**config.mk**
```make
export PLATFORM = sky130hd
export DESIGN_NAME = mem_port_arbiter
export DESIGN_NICKNAME = d
export VERILOG_FILES = /design/src/rtl/mem_port_arbiter_pkg.sv /design/src/rtl/mem_port_arbiter.sv
export SDC_FILE = /design/constraint.sdc
export NUM_CORES = 1
export LEC_CHECK = 0
export ABC_CLOCK_PERIOD_IN_PS = 2100
export BUFFER_PORTS_ARGS = -buffer_cell sky130_fd_sc_hd__buf_2
export CORE_AREA = 3 3 123 125
export DETAILED_ROUTE_END_ITERATION = 16
export DIE_AREA = 0 0 126 128
export GPL_ROUTABILITY_DRIVEN = 0
export GPL_TIMING_DRIVEN = 0
export HOLD_SLACK_MARGIN = 0.12
export PLACE_DENSITY = 0.7
export SYNTH_ARGS = -nofsm -noshare
export SYNTH_HDL_FRONTEND = slang
export SYNTH_SLANG_ARGS = --single-unit
```
**constraint.sdc**
```tcl
create_clock -name clk -period 2.1 [get_ports clk]
set_clock_uncertainty 0.05 [all_clocks]
set_input_delay 0.42 -clock clk [delete_from_list [all_inputs] [get_ports clk]]
set_output_delay 0.42 -clock clk [all_outputs]
set_load 0.05 [all_outputs]
```
**src/rtl/mem_port_arbiter_pkg.sv**
```systemverilog
// Shared definitions for the unified memory port arbiter.
//   arb_state_t : arbiter FSM states
//   arb_owner_t : which requester owns the completed bus access
//   mem_cmd_t   : registered memory bus command payload
package mem_port_arbiter_pkg;

    localparam int unsigned XLEN   = 32;
    localparam int unsigned SIZE_W = 3;

    // funct3 encoding of a 32-bit access; instruction fetches always use it
    localparam logic [SIZE_W-1:0] LS_WORD = 3'b010;

    typedef enum logic [1:0] {
        IDLE  = 2'd0,
        FETCH = 2'd1,
        DATA  = 2'd2,
        RESP  = 2'd3
    } arb_state_t;

    typedef enum logic {
        OWN_IF = 1'b0,
        OWN_D  = 1'b1
    } arb_owner_t;

    typedef struct packed {
        logic              we;
        logic [XLEN-1:0]   addr;
        logic [XLEN-1:0]   wdata;
        logic [SIZE_W-1:0] size;
    } mem_cmd_t;

endpackage

```
**src/rtl/mem_port_arbiter.sv**
```systemverilog
// Arbitrates the single memory port between instruction fetch and the
// memory stage, drives a registered request/ready bus, returns read data
// with a one-cycle ack and produces the IF/MEM stall signals.
// Ports:
//   clk, reset_n                 : clock, synchronous active-low reset
//   if_req/if_addr/if_kill       : fetch request, address, redirect kill
//   if_ack/if_rdata              : fetch completion pulse and instruction
//   d_req/d_we/d_addr/d_wdata/d_size : data request from EX/MEM
//   d_ack/d_rdata                : data completion pulse and raw load word
//   mem_req/mem_we/mem_addr/mem_wdata/mem_size : registered bus command
//   mem_ready/mem_rdata          : bus completion and read data
//   stall_if/stall_mem           : combinational pipeline freezes
module mem_port_arbiter
    import mem_port_arbiter_pkg::*;
#(
    parameter int unsigned MAX_D_STREAK = 4
) (
    input  logic              clk,
    input  logic              reset_n,
    input  logic              if_req,
    input  logic [XLEN-1:0]   if_addr,
    input  logic              if_kill,
    output logic              if_ack,
    output logic [XLEN-1:0]   if_rdata,
    input  logic              d_req,
    input  logic              d_we,
    input  logic [XLEN-1:0]   d_addr,
    input  logic [XLEN-1:0]   d_wdata,
    input  logic [SIZE_W-1:0] d_size,
    output logic              d_ack,
    output logic [XLEN-1:0]   d_rdata,
    output logic              mem_req,
    output logic              mem_we,
    output logic [XLEN-1:0]   mem_addr,
    output logic [XLEN-1:0]   mem_wdata,
    output logic [SIZE_W-1:0] mem_size,
    input  logic              mem_ready,
    input  logic [XLEN-1:0]   mem_rdata,
    output logic              stall_if,
    output logic              stall_mem
);

    // +2 keeps the width at least one bit even for MAX_D_STREAK == 0
    localparam int unsigned            STREAK_W   = $clog2(MAX_D_STREAK + 2);
    localparam logic [STREAK_W-1:0]    STREAK_MAX = STREAK_W'(MAX_D_STREAK);

    arb_state_t          state, state_n;
    arb_owner_t          owner, owner_n;
    mem_cmd_t            cmd, cmd_n;
    logic                mem_req_n;
    logic                if_ack_n, d_ack_n;
    logic [XLEN-1:0]     if_rdata_n, d_rdata_n;
    logic [STREAK_W-1:0] d_streak, d_streak_n;
    logic                kill, kill_n;
    logic                fetch_pend;
    logic                streak_full;

    // A killed fetch is treated as no fetch at all during arbitration
    assign fetch_pend  = if_req & ~if_kill;
    assign streak_full = (d_streak == STREAK_MAX);

    assign mem_we    = cmd.we;
    assign mem_addr  = cmd.addr;
    assign mem_wdata = cmd.wdata;
    assign mem_size  = cmd.size;

    assign stall_if  = if_req & ~if_ack;
    assign stall_mem = d_req & ~d_ack;

    // Next-state and next-register values
    always_comb begin
        state_n    = state;
        owner_n    = owner;
        cmd_n      = cmd;
        mem_req_n  = mem_req;
        if_ack_n   = 1'b0;
        d_ack_n    = 1'b0;
        if_rdata_n = if_rdata;
        d_rdata_n  = d_rdata;
        d_streak_n = d_streak;
        kill_n     = kill;

        case (state)
            IDLE: begin
                if (d_req && !(fetch_pend && streak_full)) begin
                    cmd_n.we    = d_we;
                    cmd_n.addr  = d_addr;
                    cmd_n.wdata = d_wdata;
                    cmd_n.size  = d_size;
                    mem_req_n   = 1'b1;
                    state_n     = DATA;
                    // Only count data wins that made a fetch wait
                    if (!fetch_pend) begin
                        d_streak_n = '0;
                    end else if (!streak_full) begin
                        d_streak_n = d_streak + STREAK_W'(1);
                    end
                end else if (fetch_pend) begin
                    cmd_n.we   = 1'b0;
                    cmd_n.addr = if_addr;
                    cmd_n.size = LS_WORD;
                    mem_req_n  = 1'b1;
                    d_streak_n = '0;
                    state_n    = FETCH;
                end
            end
            FETCH: begin
                if (if_kill) begin
                    kill_n = 1'b1;
                end
                if (mem_ready) begin
                    // Killed fetch still consumes the bus beat; only the ack is dropped
                    if_rdata_n = mem_rdata;
                    if_ack_n   = ~(kill | if_kill);
                    owner_n    = OWN_IF;
                    mem_req_n  = 1'b0;
                    state_n    = RESP;
                end
            end
            DATA: begin
                if (mem_ready) begin
                    d_rdata_n = mem_rdata;
                    d_ack_n   = 1'b1;
                    owner_n   = OWN_D;
                    mem_req_n = 1'b0;
                    state_n   = RESP;
                end
            end
            RESP: begin
                kill_n  = 1'b0;
                state_n = IDLE;
            end
            default: begin
                state_n = IDLE;
            end
        endcase
    end

    // State and output registers
    always_ff @(posedge clk) begin
        if (!reset_n) begin
            state    <= IDLE;
            owner    <= OWN_IF;
            cmd      <= '0;
            mem_req  <= 1'b0;
            if_ack   <= 1'b0;
            d_ack    <= 1'b0;
            if_rdata <= '0;
            d_rdata  <= '0;
            d_streak <= '0;
            kill     <= 1'b0;
        end else begin
            state    <= state_n;
            owner    <= owner_n;
            cmd      <= cmd_n;
            mem_req  <= mem_req_n;
            if_ack   <= if_ack_n;
            d_ack    <= d_ack_n;
            if_rdata <= if_rdata_n;
            d_rdata  <= d_rdata_n;
            d_streak <= d_streak_n;
            kill     <= kill_n;
        end
    end

endmodule
```
==> impl_metrics.env, run 1 <==
export IMPL_core_area_um2=13990
export IMPL_finalCritPeriodShare_pct=84.11
export IMPL_hold_viol=0
export IMPL_num_vias=5704
export IMPL_syn_inst=677
export IMPL_r2r_slack_ns=0.33
export IMPL_crit_arrival_ns=2.07
export IMPL_slew_violations=0
export IMPL_crit_chain="inv_1 > ha_1 > o21a_2 > clkbuf_1 > o21ai_0 > a21oi_1"
export IMPL_grt_use_total_pct=21.16
export IMPL_min_period_ns=1.766
export IMPL_dp_hpwl_um=13330
export IMPL_antenna_found_initial=1
export IMPL_ctsHtreeMaxLevel=4
export IMPL_seq_area_frac_synth_pct=50.61
export IMPL_area_growth_pct=37.82
export IMPL_end_kind="register"
export IMPL_worstPathRequired_ns=2.40
export IMPL_hp_class="in2reg"
export IMPL_fp_row_count=43
export IMPL_drc=0
export IMPL_grt_max_degree=17
export IMPL_first_pass_iters=5
export IMPL_worst_pin_slew_ns=0.5490
export IMPL_die_w_um=126
export IMPL_fin_ws_ns=0.3337
export IMPL_max_freq_mhz=566.2
export IMPL_p_comb_share_pct=39.2
export IMPL_p_sw_share_pct=42.15
export IMPL_max_stage_delay_ns=0.36
export IMPL_hold_slack_ns=0.1709
export IMPL_grt_pass1_vias=5551
export IMPL_internal_power_uw=5789
export IMPL_fillers=1364
export IMPL_clk_pin_slew_ns=0.06
export IMPL_synth_top_area_share_pct=50.61
export IMPL_synth_avg_cell_area_um2=8.239
export IMPL_worstReg2RegStart="state[0]"
export IMPL_slowest_stage="clkbuf_1"
export IMPL_clock_latency_ns=0.41
export IMPL_drt_total_wl_um=17440
export IMPL_drive_above_1_share_pct=37.56
export IMPL_drv_cap=0
export IMPL_slew_headroom_pct=63.40
export IMPL_cts_path_max_buffers=2
export IMPL_critPathKind="reg2reg"
export IMPL_synth_seq_cells=141
export IMPL_antenna_left=0
export IMPL_cp_start_kind="register"
export IMPL_top_level_ports=275
export IMPL_vdd_ir_drop_max_v=0.0005774
export IMPL_numCtsBuffers=17
export IMPL_start_util_pct=39.87
export IMPL_grt_pass1_wl_um=27660
export IMPL_die_h_um=128
export IMPL_grt_overflow=0
export IMPL_critPathMaxFanout=10
export IMPL_power_density_nw_per_um2=1302
export IMPL_fp_dieArea_um2=16130
export IMPL_synth_area_leaders="dfxtp_1 51%, nand2_1 13%, a21oi_1 12%"
export IMPL_p_switching_uw=4219
export IMPL_p_clk_share_pct=27.0
export IMPL_cts_sinks=141
export IMPL_cp_endpoint="mem_addr[10]"
export IMPL_syn_cell_area_um2=5578
export IMPL_min_from="d_wdata[28]"
export IMPL_cts_resized=0
export IMPL_r2r_end="mem_addr[10]"
export IMPL_p_total_uw=10010
export IMPL_power_leakage_uw=0.003538
export IMPL_rsz0062_at_grt="no"
export IMPL_portBuffers=272
export IMPL_synth_nets=822
export IMPL_cts_root_buf="clkbuf_16"
export IMPL_yosysTopAreaCell="dfxtp_1"
export IMPL_reg2reg_depth=6
export IMPL_cts_tree="done"
export IMPL_post_drt_wl_per_cell_um=15.06
export IMPL_drt_iter0_drc=350
export IMPL_pre_cts_slack_ns=0.2447
export IMPL_status="complete, no violations"
export IMPL_setup_viol_count_final=0
export IMPL_ys_types=32
export IMPL_seqPwrFrac_pct=33.8
export IMPL_cp_startpoint="state[0]"
export IMPL_postCtsHoldBufs=0
export IMPL_avgViaCountPerCell=4.926
export IMPL_yosys_warnings=0
export IMPL_post_cts_buffers=0
export IMPL_nNetsFinal=1113
export IMPL_fin_setup_tns_ns=0
==> cells by family (layout without fill, tap and decap cells) <==
| group | Yosys count | count (layout) | synth area share (%) |
|---|---|---|---|
| adders and majority gates | 7 | 7 | 1.570 |
| muxes | 1 | 1 | 0.1795 |
| DFF | 141 | 141 | 50.61 |
| other | 0 | 1 | 0 |
| buffers and inverters | 61 | 361 | 5.922 |
| and+or+nand+nor | 256 | 256 | 20.68 |
| AOI/OAI and AO/OA | 211 | 211 | 21.04 |
==> worst max-delay path: cells and delay by family (launching register included) <==
family	cells	cell delay (ns)
compound gates	3	0.55
buf+inv	2	0.48
fa+ha+maj	1	0.29
flops	1	0.33
==> cell usage after synthesis (all sizes together) <==
library cell,number
a211oi,2
a21oi,131
a22oi,4
a31oi,1
a32oi,2
and2,3
and3,1
buf,28
clkbuf,27
dfxtp,141
ha,7
inv,6
mux2i,1
nand2,199
nand2b,2
nand3,34
nand4b,1
nor2,9
nor2b,6
nor4,1
o21a,1
o21ai,67
o221a,1
o22ai,1
o32ai,1
==> state kept, by name, summed over array words and instances (netlist names) <==
signal and count:
mem_req 1, mem_size 3, mem_wdata 32, d_ack 1, kill 1, state 2, mem_we 1, if_rdata 32
mem_addr 32, d_streak 3, d_rdata 32, if_ack 1
==> final cells by class <==
cell class                 count  area, um2  area share [%]
clock inverter                 7      70.07          0.9115
sequential                   141       2823           36.72
tap                          180      225.2           2.930
antenna                        1      2.502         0.03255
clock buffer                  21      450.4           5.859
multi-input combinational    475       2425           31.54
timing repair buffer         272       1361           17.71
buffer                        55      307.8           4.004
inverter                       6      22.52          0.2930
==> stage by stage <==
stage / cells / utilization, % / cell area, um2
6_report: 1158 / 54.96 / 7687
5_1_grt: 1158 / 54.96 / 7687
4_1_cts: 1157 / 54.94 / 7685
3_5_place_dp: 1129 / 51.22 / 7164
3_3_place_gp: 1129 / 51.22 / 7164
2_1_floorplan: 677 / - / 5578
==> power by group through the flow <==
| stage | clock network, uW | logic [uW] | registers (uW) |
|---|---|---|---|
| after global routing | 2880 | 4190 | 3430 |
| after detailed placement | 0 | 3940 | 3430 |
| after global placement | 0 | 3920 | 3410 |
| final | 2700 | 3930 | 3380 |
| after CTS | 2770 | 3950 | 3380 |
| after floorplan | 0 | 1380 | 4970 |
==> worst min-delay path by stage <==
stage                    endpoint  slack, ns  depth (start not counted)
CTS                 mem_wdata[28]       0.15                          3
floorplan                  if_ack       0.34                          1
finish              mem_wdata[28]       0.17                          3
global route        mem_wdata[24]       0.17                          3
global placement           if_ack       0.36                          1
detailed placement         if_ack       0.36                          1
==> per-layer routing <==
layer / vias to the layer above / GRT usage, % / part of all wire (%)
met5: - / 0 / 0
met4: 0 / 8.770 / 2.6
met3: 33 / 7.000 / 8.5
met2: 230 / 34.84 / 46
met1: 2596 / 25.53 / 42
li1: 2845 / - / -
==> layout by cell type (no fill, tap or decap), types with 5 or more instances in the layout <==
cell / netlist / layout
buf_2: 14 / 286
nand2_1: 199 / 199
dfxtp_1: 141 / 141
a21oi_1: 131 / 131
o21ai_0: 46 / 46
clkbuf_1: 26 / 29
o21ai_2: 21 / 21
nand3_2: 18 / 18
clkbuf_16: 0 / 17
nand3_1: 16 / 16
buf_4: 9 / 9
nor2_1: 9 / 9
ha_1: 7 / 7
inv_1: 6 / 6
nor2b_1: 5 / 5
Power figures use the tool's default switching activity.
==> inputs of run 2 (changes only) <==
--- a/config.mk
+++ b/config.mk
@@ -5,7 +5,7 @@
 export SDC_FILE = /design/constraint.sdc
 export NUM_CORES = 1
 export LEC_CHECK = 0
-export ABC_CLOCK_PERIOD_IN_PS = 2100
+export ABC_CLOCK_PERIOD_IN_PS = 1700
 export BUFFER_PORTS_ARGS = -buffer_cell sky130_fd_sc_hd__buf_2
 export CORE_AREA = 3 3 123 125
 export DETAILED_ROUTE_END_ITERATION = 16
==> constraint.sdc (replaced) <==
create_clock -name clk -period 1.7 [get_ports clk]
set_clock_uncertainty 0.05 [all_clocks]
set_input_delay 0.34 -clock clk [delete_from_list [all_inputs] [get_ports clk]]
set_output_delay 0.34 -clock clk [all_outputs]
set_load 0.05 [all_outputs]
==> impl_metrics.env, run 2 (synthesis gave the netlist of run 1 again) <==
export IMPL_worstPathRequired_ns=1.95
export IMPL_p_comb_share_pct=40.4
export IMPL_worst_pin_slew_ns=0.5617
export IMPL_fin_ws_ns=0.06151
export IMPL_min_from="mem_rdata[31]"
export IMPL_status="complete, no violations"
export IMPL_grt_use_total_pct=23.24
export IMPL_post_cts_buffers=0
export IMPL_crit_chain="inv_2 > ha_4 > nand4b_4 > and3_1 > buf_4 > buf_12 > buf_12 > nand3_2 > o21ai_2"
export IMPL_dp_hpwl_um=13330
export IMPL_worstReg2RegStart="d_streak[0]"
export IMPL_clk_pin_slew_ns=0.06
export IMPL_rsz0062_at_grt="no"
export IMPL_critPathKind="reg2reg"
export IMPL_die_h_um=128
export IMPL_top_level_ports=275
export IMPL_crit_arrival_ns=1.89
export IMPL_grt_overflow=0
export IMPL_post_drt_wl_per_cell_um=15.41
export IMPL_antenna_found_initial=2
export IMPL_cts_sinks=141
export IMPL_die_w_um=126
export IMPL_cts_root_buf="clkbuf_16"
export IMPL_fin_util_pct=61.84
export IMPL_p_switching_uw=5311
export IMPL_end_kind="register"
export IMPL_seqPwrFrac_pct=33.1
export IMPL_cp_common_cell="buf_12"
export IMPL_power_density_nw_per_um2=1463
export IMPL_power_leakage_uw=0.003948
export IMPL_busiest_layer="met2"
export IMPL_gr_usage_met2_pct=39.41
export IMPL_internal_power_uw=7346
export IMPL_start_util_pct=39.87
export IMPL_hold_slack_ns=0.1352
export IMPL_p_total_uw=12660
export IMPL_drc=0
export IMPL_cp_start_kind="register"
export IMPL_layout_common_cells="281 x buf_2, 199 x nand2_1, 140 x dfxtp_1"
export IMPL_antenna_left=0
export IMPL_p_sw_share_pct=41.96
export IMPL_nNetsFinal=1202
export IMPL_cts_tree="done"
export IMPL_min_period_ns=1.638
export IMPL_setup_viol_count_final=0
export IMPL_hold_viol=0
export IMPL_grt_max_degree=17
export IMPL_avgViaCountPerCell=4.948
export IMPL_area_growth_pct=55.09
export IMPL_slew_headroom_pct=62.55
export IMPL_core_area_um2=13990
export IMPL_drv_cap=0
export IMPL_slew_violations=0
export IMPL_final_common_cell="buf_2"
export IMPL_ctsHtreeMaxLevel=4
export IMPL_pre_cts_slack_ns=-0.07525
export IMPL_grt_pass1_vias=6159
export IMPL_num_vias=6170
export IMPL_portBuffers=272
export IMPL_max_stage_delay_ns=0.33
export IMPL_max_freq_mhz=610.3
export IMPL_fp_dieArea_um2=16130
export IMPL_vdd_ir_drop_max_v=0.0007167
export IMPL_grt_use_met1_pct=27.16
export IMPL_grt_pass1_wl_um=30500
export IMPL_critPathMaxFanout=10
export IMPL_hp_class="in2reg"
export IMPL_drt_iter0_drc=381
export IMPL_cts_path_max_buffers=2
export IMPL_first_pass_iters=5
export IMPL_drt_total_wl_um=19210
export IMPL_cp_startpoint="d_streak[0]"
export IMPL_finalCritPeriodShare_pct=96.38
export IMPL_numCtsBuffers=17
export IMPL_slowest_stage="dfxtp_1"
export IMPL_grtUsageMet3_pct=7.417
export IMPL_drive_above_1_share_pct=36.40
export IMPL_p_clk_share_pct=26.5
export IMPL_clock_latency_ns=0.41
export IMPL_fp_row_count=43
## run 2: final cells by class
type / count / area (um2)
Clock buffer: 21 / 450.4
Fill cell: 1207 / 5338
Multi-Input combinational cell: 475 / 2460
Buffer: 54 / 334.1
Timing Repair Buffer: 362 / 2262
Antenna cell: 1 / 2.502
Sequential cell: 141 / 2824
Inverter: 6 / 22.52
Clock inverter: 7 / 70.07
Tap cell: 180 / 225.2
## run 2: path summary, 6_finish.rpt
| check | endpoint | depth (start not counted) | slack, ns |
|---|---|---|---|
| max | mem_wdata[30] | 9 | 0.06 |
| min | if_rdata[31] | 3 | 0.14 |
| max reg2reg | mem_wdata[30] | 9 | 0.06 |
| min reg2reg | if_ack | 1 | 0.39 |
## run 2: power groups by stage
| stage | registers (uW) | logic, uW | clock network [uW] |
|---|---|---|---|
| 3_5_place_dp | 4230 | 4870 | 0 |
| 3_3_place_gp | 4220 | 4850 | 0 |
| 6_report | 4180 | 5120 | 3350 |
| 2_1_floorplan | 6140 | 1700 | 0 |
| 4_1_cts | 4170 | 5060 | 3420 |
| 5_1_grt | 4250 | 5440 | 3560 |
## run 2: critical path: cells and delay by family (launching register included)
| family | cells | cell delay, ns |
|---|---|---|
| flops | 1 | 0.33 |
| simple gates | 3 | 0.41 |
| compound gates | 1 | 0.05 |
| fa+ha+maj | 1 | 0.15 |
| buf+inv | 4 | 0.52 |
## run 2: timing repair
item / in CTS / in global routing
setup endpoints to repair: 61 / 99
gates resized for setup: 9 / 29
hold buffers: 90 / 0
hold endpoints to repair: 112 / 0
cloned: 0 / 0
## run 2: through the flow
step           setup TNS, ns  area (um2)  instances
6_report                   0        8651       1247
5_1_grt                    0        8651       1247
4_1_cts                    0        8598       1247
3_5_place_dp          -2.857        7164       1129
3_3_place_gp          -1.843        7164       1129
2_1_floorplan              0        5578        677
## run 2: per-layer routing
metal / part of all wire, % / wire length (um)
met2: 48 / 9223
met4: 3.1 / 588
met5: 0.068 / 13
met1: 41 / 7799
met3: 8.3 / 1588
